==> src/rtl/alu_pkg.sv <==
// alu_pkg: opcode and FSM state encodings shared by alu_multicycle_unit and its decoder.
package alu_pkg;
  typedef enum logic [3:0] {
    OP_ADD = 4'd0,
    OP_SUB = 4'd1,
    OP_AND = 4'd2,
    OP_OR  = 4'd3,
    OP_XOR = 4'd4,
    OP_NOT = 4'd5,
    OP_SLL = 4'd6,
    OP_SRL = 4'd7,
    OP_SRA = 4'd8,
    OP_MUL = 4'd9
  } alu_op_e;
  typedef enum logic [1:0] {S_IDLE, S_BUSY, S_DONE} state_e;
  function automatic logic is_shift(input logic [3:0] op);
    return op == OP_SLL || op == OP_SRL || op == OP_SRA;
  endfunction
endpackage

==> src/rtl/alu_seq_mul.sv <==
// alu_seq_mul: iterative shift-add signed multiplier, one multiplier bit per cycle.
// prod/done are combinational on the final iteration so the caller can capture without an extra cycle.
module alu_seq_mul #(
  parameter int WIDTH = 32
) (
  input  logic               clk,
  input  logic               rst_n,
  input  logic               abort,
  input  logic               start,
  input  logic [WIDTH-1:0]   a,
  input  logic [WIDTH-1:0]   b,
  output logic               done,
  output logic [2*WIDTH-1:0] prod
);
  localparam int CW = $clog2(WIDTH);
  logic busy;
  logic [CW-1:0] cnt;
  logic [2*WIDTH-1:0] mcand, acc, addend;
  logic [WIDTH-1:0] mplier;
  assign done = busy && cnt == CW'(WIDTH - 1);
  assign addend = mplier[0] ? mcand : '0;
  // the last multiplier bit is b's sign bit and carries weight -2^(WIDTH-1)
  assign prod = done ? acc - addend : acc + addend;
  always_ff @(posedge clk or negedge rst_n)
    if (!rst_n) begin
      busy <= 1'b0;
      cnt <= '0;
      mcand <= '0;
      acc <= '0;
      mplier <= '0;
    end else if (abort) begin
      busy <= 1'b0;
    end else if (start) begin
      busy <= 1'b1;
      cnt <= '0;
      mcand <= {{WIDTH{a[WIDTH-1]}}, a};
      mplier <= b;
      acc <= '0;
    end else if (busy) begin
      acc <= prod;
      mcand <= mcand << 1;
      mplier <= mplier >> 1;
      cnt <= cnt + 1'b1;
      busy <= !done;
    end
endmodule

==> src/rtl/alu_multicycle_unit.sv <==
// alu_multicycle_unit: multicycle ALU with bit-serial shifter and optional iterative multiplier.
// Define ALU_MUL_EN to build the multiplier; otherwise opcode 9 is treated as illegal.
import alu_pkg::*;
module alu_multicycle_unit #(
  parameter int WIDTH = 32
) (
  input  logic             clk,
  input  logic             rst_n,
  input  logic             flush,
  input  logic             in_valid,
  output logic             in_ready,
  input  logic [WIDTH-1:0] a,
  input  logic [WIDTH-1:0] b,
  input  logic [3:0]       ALUop,
  output logic             out_valid,
  input  logic             out_ready,
  output logic [WIDTH-1:0] result,
  output logic             carry,
  output logic             zero,
  output logic             sign,
  output logic             overflow,
  output logic             err
);
  localparam int SHW = $clog2(WIDTH);
  state_e state;
  logic [3:0] op_q;
  logic [WIDTH-1:0] sh_q, sh_nxt, imm_r, fin_r;
  logic [SHW-1:0] cnt_q, shamt;
  logic [WIDTH:0] add_w, sub_w;
  logic accept, go_busy, in_busy, is_mul_q, sh_out, fin, fin_c, fin_v, fin_e;
  logic imm_c, imm_v, imm_e, mul_done, mul_ovf;
  logic [2*WIDTH-1:0] mul_prod;
`ifdef ALU_MUL_EN
  localparam bit MUL_EN = 1'b1;
  alu_seq_mul #(.WIDTH(WIDTH)) u_mul (
    .clk(clk),
    .rst_n(rst_n),
    .abort(flush),
    .start(accept && ALUop == OP_MUL),
    .a(a),
    .b(b),
    .done(mul_done),
    .prod(mul_prod)
  );
`else
  localparam bit MUL_EN = 1'b0;
  assign mul_done = 1'b0;
  assign mul_prod = '0;
`endif
  assign in_ready = state == S_IDLE;
  assign accept = in_valid && in_ready && !flush;
  assign shamt = b[SHW-1:0];
  assign go_busy = (is_shift(ALUop) && shamt != '0) || (MUL_EN && ALUop == OP_MUL);
  assign in_busy = state == S_BUSY;
  assign is_mul_q = op_q == OP_MUL;
  assign add_w = {1'b0, a} + {1'b0, b};
  assign sub_w = {1'b0, a} - {1'b0, b};
  assign sh_nxt = op_q == OP_SLL ? sh_q << 1 :
                  op_q == OP_SRA ? {sh_q[WIDTH-1], sh_q[WIDTH-1:1]} : sh_q >> 1;
  assign sh_out = op_q == OP_SLL ? sh_q[WIDTH-1] : sh_q[0];
  // product fits iff the top WIDTH+1 bits are all sign copies
  assign mul_ovf = !(&mul_prod[2*WIDTH-1:WIDTH-1] || ~|mul_prod[2*WIDTH-1:WIDTH-1]);
  always_comb begin
    imm_r = '0;
    imm_c = 1'b0;
    imm_v = 1'b0;
    imm_e = 1'b0;
    case (ALUop)
      OP_ADD: begin
        {imm_c, imm_r} = add_w;
        imm_v = a[WIDTH-1] == b[WIDTH-1] && add_w[WIDTH-1] != a[WIDTH-1];
      end
      OP_SUB: begin
        {imm_c, imm_r} = sub_w;
        imm_v = a[WIDTH-1] != b[WIDTH-1] && sub_w[WIDTH-1] != a[WIDTH-1];
      end
      OP_AND: imm_r = a & b;
      OP_OR:  imm_r = a | b;
      OP_XOR: imm_r = a ^ b;
      OP_NOT: imm_r = ~a;
      OP_SLL, OP_SRL, OP_SRA: imm_r = a;
      default: imm_e = 1'b1;
    endcase
  end
  assign fin = (accept && !go_busy) || (in_busy && (is_mul_q ? mul_done : cnt_q == SHW'(1)));
  assign fin_r = !in_busy ? imm_r : is_mul_q ? mul_prod[WIDTH-1:0] : sh_nxt;
  assign fin_c = !in_busy ? imm_c : !is_mul_q && sh_out;
  assign fin_v = !in_busy ? imm_v : is_mul_q && mul_ovf;
  assign fin_e = !in_busy && imm_e;
  always_ff @(posedge clk or negedge rst_n)
    if (!rst_n) begin
      state <= S_IDLE;
      op_q <= '0;
      sh_q <= '0;
      cnt_q <= '0;
      out_valid <= 1'b0;
      result <= '0;
      carry <= 1'b0;
      zero <= 1'b0;
      sign <= 1'b0;
      overflow <= 1'b0;
      err <= 1'b0;
    end else if (flush) begin
      state <= S_IDLE;
      out_valid <= 1'b0;
    end else begin
      if (accept) begin
        op_q <= ALUop;
        sh_q <= a;
        cnt_q <= shamt;
      end
      if (in_busy && !is_mul_q) begin
        sh_q <= sh_nxt;
        cnt_q <= cnt_q - 1'b1;
      end
      if (fin) begin
        state <= S_DONE;
        out_valid <= 1'b1;
        result <= fin_r;
        carry <= fin_c;
        overflow <= fin_v;
        err <= fin_e;
        zero <= fin_r == '0;
        sign <= fin_r[WIDTH-1];
      end else if (accept) begin
        state <= S_BUSY;
      end else if (state == S_DONE && out_ready) begin
        state <= S_IDLE;
        out_valid <= 1'b0;
      end
    end
endmodule

==> config.mk <==
export PLATFORM = sky130hd
export DESIGN_NAME = alu_multicycle_unit
export DESIGN_NICKNAME = d
export VERILOG_FILES = /design/src/rtl/alu_pkg.sv /design/src/rtl/alu_seq_mul.sv /design/src/rtl/alu_multicycle_unit.sv
export SDC_FILE = /design/constraint.sdc
export NUM_CORES = 1
export LEC_CHECK = 0
export BUFFER_PORTS_ARGS = -buffer_cell sky130_fd_sc_hd__buf_4
export CORE_MARGIN = 4
export CORE_UTILIZATION = 40
export CTS_CLUSTER_DIAMETER = 30
export DETAILED_ROUTE_END_ITERATION = 6
export HOLD_SLACK_MARGIN = 0.12
export SLEW_MARGIN = 25
export SYNTH_ARGS = -nofsm -noshare
export SYNTH_HDL_FRONTEND = slang
export SYNTH_SLANG_ARGS = --single-unit
==> constraint.sdc <==
create_clock -name clk -period 9.1 [get_ports clk]
set_input_delay 0.91 -clock clk [delete_from_list [all_inputs] [get_ports clk]]
set_output_delay 0.91 -clock clk [all_outputs]
set_load 0.01 [all_outputs]
==> flow_summary.ini <==
[floorplan]
die_w_um = 168
top_level_ports = 112
start_util_pct = 40.7
die_y_um = 168
std_cell_rows = 58
coreArea_mm2 = 0.0253
die-area_mm2 = 0.0283

[worst_setup_path]
path_class = flop to flop
crit_slowest_cell = a2111oi_1
critPathCaptureType = flop
critical-path-max-stage-delay_ps = 580
crit_required_ps = 9360
arrival_ps = 4590
cp_max_fo = 36
crit_family = compound AO/OA/AOI/OAI gates
cp_num_buf_inv = 1
cp-start-kind = flop
path_cells = nor3b_2 -> a21o_2 -> buf_4 -> a21oi_1 -> a211o_1 -> a2111oi_1 -> a21oi_1 -> o22ai_1 -> nand3_1 -> a21oi_1 -> nand4_1 -> o41ai_2
path_common_cell = a21oi_1

[synth]
ys.flop_type = dfrtp_1
yosys_warnings = 0
synth-seq-area-share_pct = 19.5
synth_edf_count = 0
syn-num-nets = 1627
synthArstFlopShare_pct = 100
synthCells = 1445
ys_seq_elements = 80
synth_cell_type_count = 101
avgSynthCellArea_um2 = 7.12
netlist_area_mm2 = 0.0103

[place]
io_buffers = 111
place_congestion = 0.996
dp_hpwl_um = 30100
placed_cell_area_mm2 = 0.0113

[global_routing]
grt_pass1_vias = 10400
grt_max_degree = 81
antenna_found_initial = 0
grt_overflow = 0
track_usage_pct = 27.7
grt_pass1_wl_um = 62100

[timing]
fin_crit_ps = 4330
setup-tns-final_ps = 0
relSlewSlack_pct = 34.4
final.period_utilization_pct = 47.6
finClkSkew_ps = 14.6
slew_violations = 0
rsz0062_at_grt = false
hold_violations = 0
hold_slack_ps = 477
setup_viol = 0
fmax_mhz = 231
tightest_slew_ps = 977

[cts]
root_buffer = clkbuf_16
hold_buffers = 0
path_clk_slew_ps = 70
htreeDepth = 3
cts_tree = built
cts.repair.resized = 0
clock_sinks = 80
clock_latency_ps = 360
numCtsBuffers = 9
cts_setup_buffers = 0
clockBufferDepth = 2

[drt]
drt_iter0_drc = 1491
drt-pass1-iter-count = 5
routedWlPerCell_um = 22.3
vias_per_cell = 6.14
route.detailed.drc = 0
drt_wl_total_um = 40600
ant_nets = 0
vias = 11200

[run_status]
status = finished clean

[power_and_ir_drop]
irDropWorstVdd_mv = 0.110
total_power_mw = 1.79
p_leak_nw = 5.29
power_density_mw_per_mm2 = 154

[cells_and_area]
final_cell_mix = 220 x nand2_1, 151 x a21oi_1, 143 x nor2_1, 126 x buf_4, 107 x ha_1
areaGrowthSynthToFinish_pct = 12.5
fill_cells = 2603
drive_above_1_share_pct = 13.6
n_antenna_cell = 0
finish.instance_area_mm2 = 0.0116
multi_input_area_mm2 = 0.00752
final_common_cell = nand2_1
seqCellArea_mm2 = 0.00200
final_nets = 1669

[job]
maxCapViolations = 0

[hold_path]
min_path_type = flop to flop
[state kept, by name (all words and copies together) (netlist names)]
signal,count
result,32
cnt_q,5
state,2
zero,1
overflow,1
out_valid,1
sh_q,32
err,1
op_q,4
carry,1
[worst min-delay path, delay by kind of cell (launching register included)]
family | cells | cell delay, ps
and+or+nand+nor | 1 | 40
DFF | 1 | 340
AOI/OAI and AO/OA | 1 | 60
[cells by family (layout without fill, tap and decap cells)]
| logic type | Yosys count | count (layout) | synth area share, % |
|---|---|---|---|
| flops | 80 | 80 | 19.5 |
| simple gates | 528 | 528 | 23.9 |
| mux | 23 | 23 | 2.34 |
| fa+ha+maj | 109 | 109 | 13.4 |
| compound gates | 490 | 490 | 31.6 |
| buf+inv | 200 | 247 | 8.03 |
| xor+xnor | 15 | 15 | 1.28 |
[power breakdown]
group	switching, mW	total [mW]	internal [mW]
sequential	0.0914	0.562	0.471
clock	0.168	0.358	0.190
combinational	0.537	0.867	0.330
[Yosys cell counts (all sizes together), types with 5 or more instances]
cell	instances	area share, %
nor4	12	1.0
o211ai	17	1.3
o311ai	6	0.51
mux2	8	0.88
o21bai	9	0.66
o221ai	8	0.74
or2	7	0.45
nor3b	6	0.49
a21o	17	1.2
clkbuf	54	2.0
buf	42	2.3
dfrtp	80	19
a211o	8	0.68
nor2b	19	1.2
a31oi	15	0.91
a2111oi	8	0.81
inv	104	3.8
nor3	30	1.5
or4	5	0.36
o31ai	13	1.0
nand2	221	8.1
and3	7	0.43
nor2	144	5.3
o21a	9	0.66
nand3b	5	0.36
o21ai	95	4.7
nor4b	6	0.63
a211oi	38	2.9
a221o	7	0.68
mux2i	15	1.5
nand4	11	0.67
ha	107	13
o22ai	16	0.97
a21oi	155	7.7
xnor2	12	1.0
nand3	24	1.2
nand2b	13	0.81
a221oi	14	1.2
[layer usage]
layer	vias to the layer above	global-route usage, %	part of all wire, %	wire (um)
li1	5260	-	-	-
met1	5310	40.4	46	18500
met2	538	40.2	41	16800
met3	71	6.55	9.9	4010
met4	0	8.72	3.1	1250
met5	-	0	0	0
[path summary, 6_finish.rpt]
path | from | end | slack (ps) | cells past startpoint
worst min-delay path | result[8]$_DFFE_PN0P_ | result[8]$_DFFE_PN0P_ | 480 | 2
worst max-delay path | op_q[3]$_DFFE_PN0P_ | zero$_DFFE_PN0P_ | 4770 | 12
worst max register to register | op_q[3]$_DFFE_PN0P_ | zero$_DFFE_PN0P_ | 4770 | 12
max in group asynchronous | rst_n | state[0]$_DFFE_PN0P_ | 7970 | 1
min in group asynchronous | rst_n | cnt_q[1]$_DFFE_PN0P_ | 590 | 1
worst min register to register | result[8]$_DFFE_PN0P_ | result[8]$_DFFE_PN0P_ | 480 | 2
[layout make-up]
type	count	area share, %
Sequential cell	80	17.3
Clock buffer	9	1.95
Timing Repair Buffer	127	8.27
Inverter	104	3.37
Multi-Input combinational cell	1165	65.0
Tap cell	330	3.57
Clock inverter	7	0.541
[through the flow]
| step | cells | worst slack [ps] | utilization (%) |
|---|---|---|---|
| after floorplan | 1445 | 5370 | - |
| after global placement | 1806 | 4430 | 44.7 |
| after detailed placement | 1806 | 4470 | 44.7 |
| after CTS | 1822 | 4800 | 45.8 |
| after global routing | 1822 | 4530 | 45.8 |
| final | 1822 | 4770 | 45.8 |
Power figures use the tool's default switching activity.
